--- config.mk ---
export PLATFORM = sky130hd
export DESIGN_NAME = sa_flat
export DESIGN_NICKNAME = d
export VERILOG_FILES = /design/src/rtl/sa_if.sv /design/src/rtl/sa.sv /design/src/flat_wrapper.sv
export SDC_FILE = /design/constraint.sdc
export NUM_CORES = 1
export LEC_CHECK = 0
export BUFFER_PORTS_ARGS = -buffer_cell sky130_fd_sc_hd__buf_2
export CORE_ASPECT_RATIO = 1.75
export CORE_MARGIN = 2
export CORE_UTILIZATION = 49
export CTS_BUF_LIST = sky130_fd_sc_hd__clkbuf_8 sky130_fd_sc_hd__clkbuf_16
export DETAILED_ROUTE_END_ITERATION = 12
export GPL_ROUTABILITY_DRIVEN = 0
export PLACE_DENSITY = 0.78
export SYNTH_ARGS = -nofsm -noshare
export SYNTH_HDL_FRONTEND = slang
export SYNTH_SLANG_ARGS = --single-unit
--- constraint.sdc ---
create_clock -name clk -period 3.1 [get_ports clk]
set_input_delay 0.31 -clock clk [delete_from_list [all_inputs] [get_ports clk]]
set_output_delay 0.31 -clock clk [all_outputs]
set_load 0.01 [all_outputs]
--- src/rtl/sa_if.sv ---
// sa_if: input-buffer/crossbar side signals of the switch allocator, grouped per port
interface sa_if;
   logic [9:0] co0, co1, co2, co3;
   logic       rdy0, rdy1, rdy2, rdy3;
   logic [3:0] ack0, ack1, ack2, ack3;
   logic       deq0, deq1, deq2, deq3;
   logic       busy0, busy1, busy2, busy3;
   modport master (
      output co0, co1, co2, co3, rdy0, rdy1, rdy2, rdy3,
      input  ack0, ack1, ack2, ack3, deq0, deq1, deq2, deq3, busy0, busy1, busy2, busy3
   );
   modport slave (
      input  co0, co1, co2, co3, rdy0, rdy1, rdy2, rdy3,
      output ack0, ack1, ack2, ack3, deq0, deq1, deq2, deq3, busy0, busy1, busy2, busy3
   );
endinterface

--- src/rtl/sa.sv ---
// sa: wormhole switch allocator, per-output round-robin grant held until the tail flit passes
module sa (
   input logic clk,
   input logic rst,
   sa_if.slave s
);
   typedef enum logic {IDLE, BUSY} st_t;
   st_t        st [4];
   st_t        st_nx [4];
   logic [1:0] own [4];
   logic [1:0] own_nx [4];
   logic [1:0] ptr [4];
   logic [1:0] ptr_nx [4];
   logic [1:0] typ [4];
   logic [1:0] dst [4];
   logic [3:0] rdy;
   logic [3:0] ack [4];
   logic [3:0] owned;
   logic       found;
   logic [1:0] win;
   logic [1:0] idx;
   assign typ[0] = s.co0[9:8];
   assign typ[1] = s.co1[9:8];
   assign typ[2] = s.co2[9:8];
   assign typ[3] = s.co3[9:8];
   assign dst[0] = s.co0[1:0];
   assign dst[1] = s.co1[1:0];
   assign dst[2] = s.co2[1:0];
   assign dst[3] = s.co3[1:0];
   assign rdy = {s.rdy3, s.rdy2, s.rdy1, s.rdy0};
   assign s.ack0 = ack[0];
   assign s.ack1 = ack[1];
   assign s.ack2 = ack[2];
   assign s.ack3 = ack[3];
   assign s.deq0 = ack[0][0] | ack[1][0] | ack[2][0] | ack[3][0];
   assign s.deq1 = ack[0][1] | ack[1][1] | ack[2][1] | ack[3][1];
   assign s.deq2 = ack[0][2] | ack[1][2] | ack[2][2] | ack[3][2];
   assign s.deq3 = ack[0][3] | ack[1][3] | ack[2][3] | ack[3][3];
   assign s.busy0 = st[0] == BUSY;
   assign s.busy1 = st[1] == BUSY;
   assign s.busy2 = st[2] == BUSY;
   assign s.busy3 = st[3] == BUSY;
   // Mealy grant: round-robin among unowned heads when idle, otherwise follow the owner until its tail
   always_comb begin
      owned = '0;
      found = 1'b0;
      win = '0;
      idx = '0;
      for (int n = 0; n < 4; n++) if (st[n] == BUSY) owned[own[n]] = 1'b1;
      for (int n = 0; n < 4; n++) begin
         ack[n] = '0;
         st_nx[n] = st[n];
         own_nx[n] = own[n];
         ptr_nx[n] = ptr[n];
         found = 1'b0;
         win = ptr[n];
         for (int k = 0; k < 4; k++) begin
            idx = ptr[n] + 2'(k);
            if (!found && !owned[idx] && typ[idx] == 2'b01 && dst[idx] == 2'(n)) begin
               found = 1'b1;
               win = idx;
            end
         end
         if (st[n] == IDLE) begin
            if (rdy[n] && found) begin
               ack[n][win] = 1'b1;
               st_nx[n] = BUSY;
               own_nx[n] = win;
               ptr_nx[n] = win + 2'd1;
            end
         end else if (rdy[n] && typ[own[n]][1]) begin
            ack[n][own[n]] = 1'b1;
            st_nx[n] = typ[own[n]][0] ? IDLE : BUSY;
         end
         if (rst) ack[n] = '0;
      end
   end
   // Per-output FSM, owner and round-robin pointer registers
   always_ff @(posedge clk or posedge rst) begin
      if (rst) begin
         for (int n = 0; n < 4; n++) begin
            st[n] <= IDLE;
            own[n] <= '0;
            ptr[n] <= '0;
         end
      end else begin
         for (int n = 0; n < 4; n++) begin
            st[n] <= st_nx[n];
            own[n] <= own_nx[n];
            ptr[n] <= ptr_nx[n];
         end
      end
   end
endmodule

--- src/flat_wrapper.sv ---
// flat-port wrapper written by rule: the top's interface ports become plain ports
module sa_flat 
  (clk, rst, s_co0, s_co1, s_co2, s_co3, s_rdy0, s_rdy1, s_rdy2, s_rdy3, s_ack0, s_ack1, s_ack2, s_ack3, s_deq0, s_deq1, s_deq2, s_deq3, s_busy0, s_busy1, s_busy2, s_busy3);
  sa_if s_i ();
  input logic clk;
  input logic rst;
  input wire logic [$bits(s_i.co0)-1:0] s_co0;
  input wire logic [$bits(s_i.co1)-1:0] s_co1;
  input wire logic [$bits(s_i.co2)-1:0] s_co2;
  input wire logic [$bits(s_i.co3)-1:0] s_co3;
  input wire logic [$bits(s_i.rdy0)-1:0] s_rdy0;
  input wire logic [$bits(s_i.rdy1)-1:0] s_rdy1;
  input wire logic [$bits(s_i.rdy2)-1:0] s_rdy2;
  input wire logic [$bits(s_i.rdy3)-1:0] s_rdy3;
  output wire logic [$bits(s_i.ack0)-1:0] s_ack0;
  output wire logic [$bits(s_i.ack1)-1:0] s_ack1;
  output wire logic [$bits(s_i.ack2)-1:0] s_ack2;
  output wire logic [$bits(s_i.ack3)-1:0] s_ack3;
  output wire logic [$bits(s_i.deq0)-1:0] s_deq0;
  output wire logic [$bits(s_i.deq1)-1:0] s_deq1;
  output wire logic [$bits(s_i.deq2)-1:0] s_deq2;
  output wire logic [$bits(s_i.deq3)-1:0] s_deq3;
  output wire logic [$bits(s_i.busy0)-1:0] s_busy0;
  output wire logic [$bits(s_i.busy1)-1:0] s_busy1;
  output wire logic [$bits(s_i.busy2)-1:0] s_busy2;
  output wire logic [$bits(s_i.busy3)-1:0] s_busy3;
  assign s_i.co0 = s_co0;
  assign s_i.co1 = s_co1;
  assign s_i.co2 = s_co2;
  assign s_i.co3 = s_co3;
  assign s_i.rdy0 = s_rdy0;
  assign s_i.rdy1 = s_rdy1;
  assign s_i.rdy2 = s_rdy2;
  assign s_i.rdy3 = s_rdy3;
  assign s_ack0 = s_i.ack0;
  assign s_ack1 = s_i.ack1;
  assign s_ack2 = s_i.ack2;
  assign s_ack3 = s_i.ack3;
  assign s_deq0 = s_i.deq0;
  assign s_deq1 = s_i.deq1;
  assign s_deq2 = s_i.deq2;
  assign s_deq3 = s_i.deq3;
  assign s_busy0 = s_i.busy0;
  assign s_busy1 = s_i.busy1;
  assign s_busy2 = s_i.busy2;
  assign s_busy3 = s_i.busy3;
  sa u_core (.clk(clk), .rst(rst), .s(s_i));
endmodule
---- After elaboration in Yosys (flattened, before gate mapping) ----
Index checks and enable logic that the tools add are counted.
storage, ports and cells
  register bits ........................... 20
  output and inout bits ................... 24
  word-level logic and storage cells ...... 463
cells by class
  $add $sub $neg .......................... 16
  $lt $le $gt $ge ......................... 52
  eq/ne operators ......................... 28
  mux-type cells .......................... 220
  bitwise logic cells ..................... 39
  reduce and logical (&&, ||, !) cells .... 96
operators by type and width
  cell                                                               number
  2-to-1 mux 2 bit                                                   84
  binary-select mux 2 bit (select 2 bit)                             36
  2-to-1 mux 4 bit                                                   20
  less-than comparator 2 x 3 -> 1 bit, second input constant         24
  greater-or-equal comparator 3 bit, second input constant           20
  logical AND 1 bit                                                  60
  inverter 2 -> 3 bit                                                20
  2-to-1 mux 1 bit                                                   56
  equality test 2 x 1 -> 1 bit, second input constant                20
  binary-select mux 1 bit (select 2 bit)                             16
  zero test 1 bit                                                    28
  adder 2 x 1 -> 2 bit, second input constant                        8
  adder 2 bit, second input constant                                 8
  demux 1 bit (select 2 bit)                                         8
  equality test 2 bit, second input constant                         8
  greater-or-equal comparator 2 x 1 -> 1 bit, second input constant  8
  OR 1 bit                                                           12
  OR 4 bit                                                           3
  zero test 2 bit                                                    4
  AND reduction 2 bit                                                4
  inverter 1 bit                                                     4

---- Depth between registers and ports, before layout ----
  depth in word-level cells ............... 42
  depth in mapped cells ................... 14

---- Least setup slack after synthesis ----
No wires, ideal clock.
  path kind ............................... reg-to-output
  start point ............................. register u_core.st, in the netlist u_core.s.busy1
  end point ............................... output port s_deq0
  arrival ................................. 2,783 ps
  data required time ...................... 2,790 ps
  setup slack ............................. 7 ps
  cell stages (with the launch flop) ...... 13
  buffers on the path ..................... 1
  cell sequence ........................... dfrtp_1 nor2b_2 a22o_1 buf_6 or3_2 o21ai_0 a2bb2oi_1 inv_1 ha_1 a22oi_1 o31ai_1 o21ai_1 o211ai_1
between the ends
  elaborated cells on any way between the ends .. 176
  those cells by class .................... order compare (8); mux (83); bitwise (5); reduce/logical (80)
RTL lines
  item                                                                                                                     RTL line            source
  from (decl)                                                                                                              sa.sv:8             st_t st [4];
  from (signal, indexed assignment)                                                                                        sa.sv:88            st[n] <= st_nx[n];
  2-to-1 mux 4 bit *                                                                                                       sa.sv:49            for (int n = 0; n < 4; n++) if (st[n] == BUSY) owned[own[n]] = 1'b1;
  OR 4 bit (no source line)                                                                                                --
  2-to-1 mux 4 bit *                                                                                                       sa.sv:49
  OR 4 bit (no source line)                                                                                                --
  2-to-1 mux 4 bit *                                                                                                       sa.sv:49
  binary-select mux 1 bit (select 2 bit)                                                                                   sa.sv:59            if (!found && !owned[idx] && typ[idx] == 2'b01 && dst[idx] == 2'(n)) begin
  2-to-1 mux 1 bit (implied by the code)                                                                                   sa.sv:59
  zero test 1 bit                                                                                                          sa.sv:59
  [18 not listed]                                                                                                          --
  via u_core.win[1]                                                                                                        sa.sv:20            logic [1:0] win;
  less-than comparator 2 x 3 -> 1 bit (implied by the code) or greater-or-equal comparator 2 x 1 -> 1 bit (tied branches)  sa.sv:66            ack[n][win] = 1'b1;
  logical AND 1 bit (implied by the code)                                                                                  sa.sv:66
  2-to-1 mux 1 bit (implied by the code)                                                                                   sa.sv:66
  demux 1 bit (select 2 bit) *                                                                                             --
  2-to-1 mux 4 bit *                                                                                                       sa.sv:65            if (rdy[n] && found) begin
  2-to-1 mux 4 bit *                                                                                                       sa.sv:64            if (st[n] == IDLE) begin
  2-to-1 mux 4 bit *                                                                                                       sa.sv:75            if (rst) ack[n] = '0;
  OR 1 bit *                                                                                                               sa.sv:35            assign s.deq0 = ack[0][0] | ack[1][0] | ack[2][0] | ack[3][0];
  to (decl)                                                                                                                flat_wrapper.sv:19  output wire logic [$bits(s_i.deq0)-1:0] s_deq0;
Mark *: on every way through the listed nets, which the timed path passes. The rest lies on a longest branch. The select of a mux whose other input is x is not followed.

---- Worst setup path after layout ----
  start point ............................. register u_core.st, in the netlist u_core.s.busy0
  end point ............................... output port s_ack3[1]
between the ends
  longest elaborated chain between the ends .. 35
  elaborated cells on any way between the ends .. 49
  those cells by class .................... order compare (2); mux (24); bitwise (3); reduce/logical (20)
ends and longest elaborated chain
  item                                                                                                                     RTL line            source
  2-to-1 mux 4 bit *                                                                                                       sa.sv:49
  OR 4 bit (no source line)                                                                                                --
  2-to-1 mux 4 bit *                                                                                                       sa.sv:49
  OR 4 bit (no source line)                                                                                                --
  2-to-1 mux 4 bit *                                                                                                       sa.sv:49
  OR 4 bit (no source line)                                                                                                --
  2-to-1 mux 4 bit *                                                                                                       sa.sv:49
  binary-select mux 1 bit (select 2 bit)                                                                                   sa.sv:59
  [20 not listed]                                                                                                          --
  via u_core.win[0]                                                                                                        sa.sv:20
  less-than comparator 2 x 3 -> 1 bit (implied by the code) or greater-or-equal comparator 2 x 1 -> 1 bit (tied branches)  sa.sv:66
  logical AND 1 bit (implied by the code)                                                                                  sa.sv:66
  2-to-1 mux 1 bit (implied by the code)                                                                                   sa.sv:66
  demux 1 bit (select 2 bit) *                                                                                             --
  2-to-1 mux 4 bit *                                                                                                       sa.sv:65
  2-to-1 mux 4 bit *                                                                                                       sa.sv:64
  2-to-1 mux 4 bit *                                                                                                       sa.sv:75
  to (decl)                                                                                                                flat_wrapper.sv:18  output wire logic [$bits(s_i.ack3)-1:0] s_ack3;
Marked as above.

==> summary.md <==
| Metric | Value |
|---|---|
| Num CTS Buffers | `3` |
| Gr usage total | `a little over a third` |
| Skew-Pair Late Insertion Delay | `0.29 ns` |
| Failing checks | `setup timing` |
| Placed cell count | `467` |
| Die span in x | `58.7 um` |
| Clk root buf | `clkbuf_8` |
| Buf/Inv on CP | `5` |
| CP max stage cell | `or4_4` |
| Yosys warnings | `0` |
| Relative slew slack | `69.4%` |
| Syn Inst Count | `320` |
| Worst vdd ir | `0.711 mV` |
| Starting density of the core | `51.2%` |
| WP data required | `~2.8 ns` |
| Flop2flop setup slack | `roughly 0.3 ns` |
| Maximum operating frequency | `293 MHz` |
| 1st-iter DRT viols | `380` |
| Clock Skews | `roughly 0.012 ns` |
| Setup violations, final | `20` |
| Max-slew violations | `0` |
| Fill cells | `237` |
| Number of synthesized register bits | `20` |
| Post-Place Worst Slack | `-0.250 ns` |
| PnR worst setup slack | `-0.316 ns` |
| Largest net degree at the start of global routing | `21` |
| Power per cell area | `859 mW/mm2` |
| Total power draw | `between 3 and 4 mW` |
| CP Class | `reg -> out` |
| # rows | `34` |
| Initial antenna violation count | `0` |
| Clk buf depth | `2` |
| CTS H-tree depth | `1` |
| DR vias | `around 3.8k` |
| Top cell type's share of synthesized area | `19.5%` |
| Final wirelength | `13600 um` |
| Main area contributors after synthesis | `dfrtp_1 (19%), nand2_1 (5.3%), mux4_2 (5.3%), nor2_1 (3.8%), nand3_1 (3.5%)` |
| Top FF cell, synth | `dfrtp_1` |
| DRC viols | `0` |
| Post-layout min period | `3.42 ns` |
| Clock sinks | `20` |
| Layout cells sized above 1 | `59.6%` |
| Vias in the first global route | `3374` |
| Post-synthesis sequential area ratio | `19.5%` |
| Critical path's top delay family | `simple AND/OR/NAND/NOR gates` |
| Core Region | `0.00502 mm2` |
| Crit-path max cell delay | `0.61 ns` |
| First-pass GRT wire length | `16100 um` |
| Least-Margin Pin Slew | `0.457 ns` |
| Ports | `70` |
| Nets | `514` |
| Ys async rst share | `100%` |
| Crit-path cells | `nand2_2 -> o22ai_4 -> or4_4 -> nor2_2 -> o21ai_1 -> a21oi_2 -> nor2_4 -> inv_1 -> buf_6 -> ha_2 -> a32oi_2 -> buf_4 -> buf_4 -> nor2_1 -> buf_2` |
| Hold Fails Final Rpt | `0` |
| Post-Syn Area | `0.00257 mm2` |
| DP Wirelength | `6800 um` |
| Drt pass-1 iters | `5` |
| Crit path DAT | `3.11 ns` |
| Status | `finished with violations` |
| Routed Antenna Nets | `0` |
| EDFF count, synth | `0` |
| Fin cells | `517` |
| RSZ-0062 raised after global routing | `true` |
| HP Class | `in -> reg` |
| Post-Syn Nets | `370` |
| Number of vias per cell | `roughly 7.4` |
| Total gr overflow | `0` |
| Synth area leader | `dfrtp_1` |
| Die Area | `0.00586 mm2` |
| Synth cell types | `87` |
| Setup Total Neg Slack | `-2.69 ns` |
| Most used cell, CP | `buf_4` |
| Clock slew at reported path FFs | `0.10 ns` |
| Syn avg cell area | `8.03 um2` |
| Routed WL per cell | `26.3 um` |
| Endpoint type of the worst setup path | `output pin` |
| Final period utilization | `110%` |
| # diodes | `0` |
| Worst Setup Start Kind | `flop` |
| Area Overhead vs Synth | `66.6%` |
| Max-Cap Viols | `0` |
| Leak pwr | `1.94 nW` |
| Hold Worst Slack | `0.383 ns` |
| Die Y | `approximately 100 um` |
| Crit-path max FO | `5` |
| Port bufs | `45` |
| CTS tree | `done` |
where the power goes:
group	total (mW)	switching [mW]	internal, mW
Combinational	2.75	1.42	1.34
Sequential	0.631	0.242	0.389
Clock	0.290	0.117	0.173
stage by stage:
step / util [%] / instance area (um2)
floorplan: - / 2570
global placement: 64.2 / 3220
detailed placement: 64.2 / 3220
CTS: 74.1 / 3720
global route: 85.3 / 4280
finish: 85.3 / 4280
final timing paths:
path / from / to / cells after the start
setup / recovery: u_core.s.busy0 / s_ack3[1] / 15
min in group asynchronous: rst / u_core.own[2] / 3
max in group asynchronous: rst / u_core.own[5] / 4
hold / removal: s_rdy3 / u_core.s.busy3 / 3
hold reg to reg: u_core.s.busy2 / u_core.s.busy2 / 3
setup reg to reg: u_core.s.busy1 / u_core.ptr[0] / 17
logic make-up (layout without fill, tap and decap cells):
| family | Yosys count | count (layout) | synth area share, % |
|---|---|---|---|
| flip-flops | 20 | 20 | 19.5 |
| adder cells (fa/ha/maj) | 4 | 4 | 1.95 |
| AND/OR/NAND/NOR | 155 | 155 | 34.1 |
| AO/OA/AOI/OAI | 97 | 97 | 30.3 |
| multiplexers | 8 | 8 | 6.09 |
| XOR/XNOR | 2 | 2 | 0.682 |
| buffers and inverters | 34 | 177 | 7.45 |
flip-flops by register name (all words and copies together), names as in the netlist:
| register | count |
|---|---|
| u_core.ptr | 8 |
| u_core.s.busy0 | 1 |
| u_core.s.busy2 | 1 |
| u_core.s.busy3 | 1 |
| u_core.s.busy1 | 1 |
| u_core.own | 8 |
worst reg2reg max path, cell delays in order (launching register included):
cell and delay, ns:
dfrtp_1 0.42, nor2b_4 0.16, buf_6 0.12, a221oi_4 0.26, nand4_1 0.17, buf_6 0.17, o21ai_1 0.14, a21oi_2 0.10
buf_4 0.14, buf_4 0.12, buf_4 0.12, buf_4 0.12, buf_4 0.11, buf_4 0.12, buf_4 0.12, buf_4 0.11
buf_4 0.12, a21oi_1 0.12
metal layers:
metal / share of wire (%) / global-route usage [%] / up-vias
met4: 10 / 28.0 / 0
met1: 31 / 38.1 / 1748
met2: 48 / 60.9 / 394
li1: - / - / 1515
met3: 10 / 4.38 / 146
met5: 0 / 0 / -
cells in the mapped netlist (3+ instances only):
| library cell | instances |
|---|---|
| nor2_1 | 26 |
| clkbuf_1 | 3 |
| dfrtp_1 | 20 |
| buf_4 | 4 |
| and3_1 | 4 |
| buf_6 | 6 |
| nor3_1 | 10 |
| a31oi_1 | 4 |
| nand2_1 | 36 |
| and2_1 | 4 |
| buf_2 | 3 |
| nor4_1 | 9 |
| o21ai_0 | 16 |
| inv_1 | 15 |
| nand2b_1 | 6 |
| o21ai_1 | 3 |
| nand3_1 | 18 |
| a21oi_1 | 15 |
| a21o_1 | 5 |
| o211ai_1 | 7 |
| a32oi_1 | 3 |
| ha_1 | 4 |
| mux4_2 | 6 |
| nand4_1 | 7 |
| o22ai_1 | 6 |
repair_timing:
action                     CTS  global route
resized for setup           57            79
hold buffers                 1             0
hold endpoints to repair     5             0
setup endpoints to repair   17            20
buffers inserted            23            24
pin swaps                   30            44
cell usage in the layout (no fill, tap or decap), types with 3 or more instances in the layout:
| master | count |
|---|---|
| nor2_2 | 4 |
| nand3_2 | 4 |
| nor4_1 | 5 |
| o22ai_4 | 4 |
| o21ai_2 | 8 |
| a21oi_2 | 3 |
| nand2b_1 | 6 |
| ha_2 | 3 |
| dfrtp_1 | 15 |
| buf_2 | 45 |
| nand4_1 | 7 |
| mux4_2 | 6 |
| nand2_4 | 3 |
| a2bb2oi_4 | 3 |
| inv_1 | 13 |
| o211ai_1 | 7 |
| nand2_2 | 5 |
| and2_1 | 4 |
| clkbuf_8 | 3 |
| nor4_4 | 4 |
| or4_4 | 3 |
| inv_2 | 3 |
| and3_1 | 3 |
| o21ai_0 | 10 |
| nand2_1 | 30 |
| and3_4 | 3 |
| buf_4 | 92 |
| nor2_1 | 20 |
| buf_6 | 18 |
| nor2_4 | 3 |
| nand3_1 | 14 |
| dfrtp_2 | 5 |
| a21o_1 | 5 |
| a21oi_1 | 12 |
| nor3_1 | 6 |
cell type report:
type                       instances  area, um2  area share (%)
multi-input combinational        266       2440            57.1
inverter                          17       63.8            1.49
tap                               54       67.6            1.58
clock buffer                       3       41.3           0.964
timing repair buffer             156       1130            26.4
sequential                        20        507            11.8
clock inverter                     1       30.0           0.701
Power figures use the tool's default switching activity.
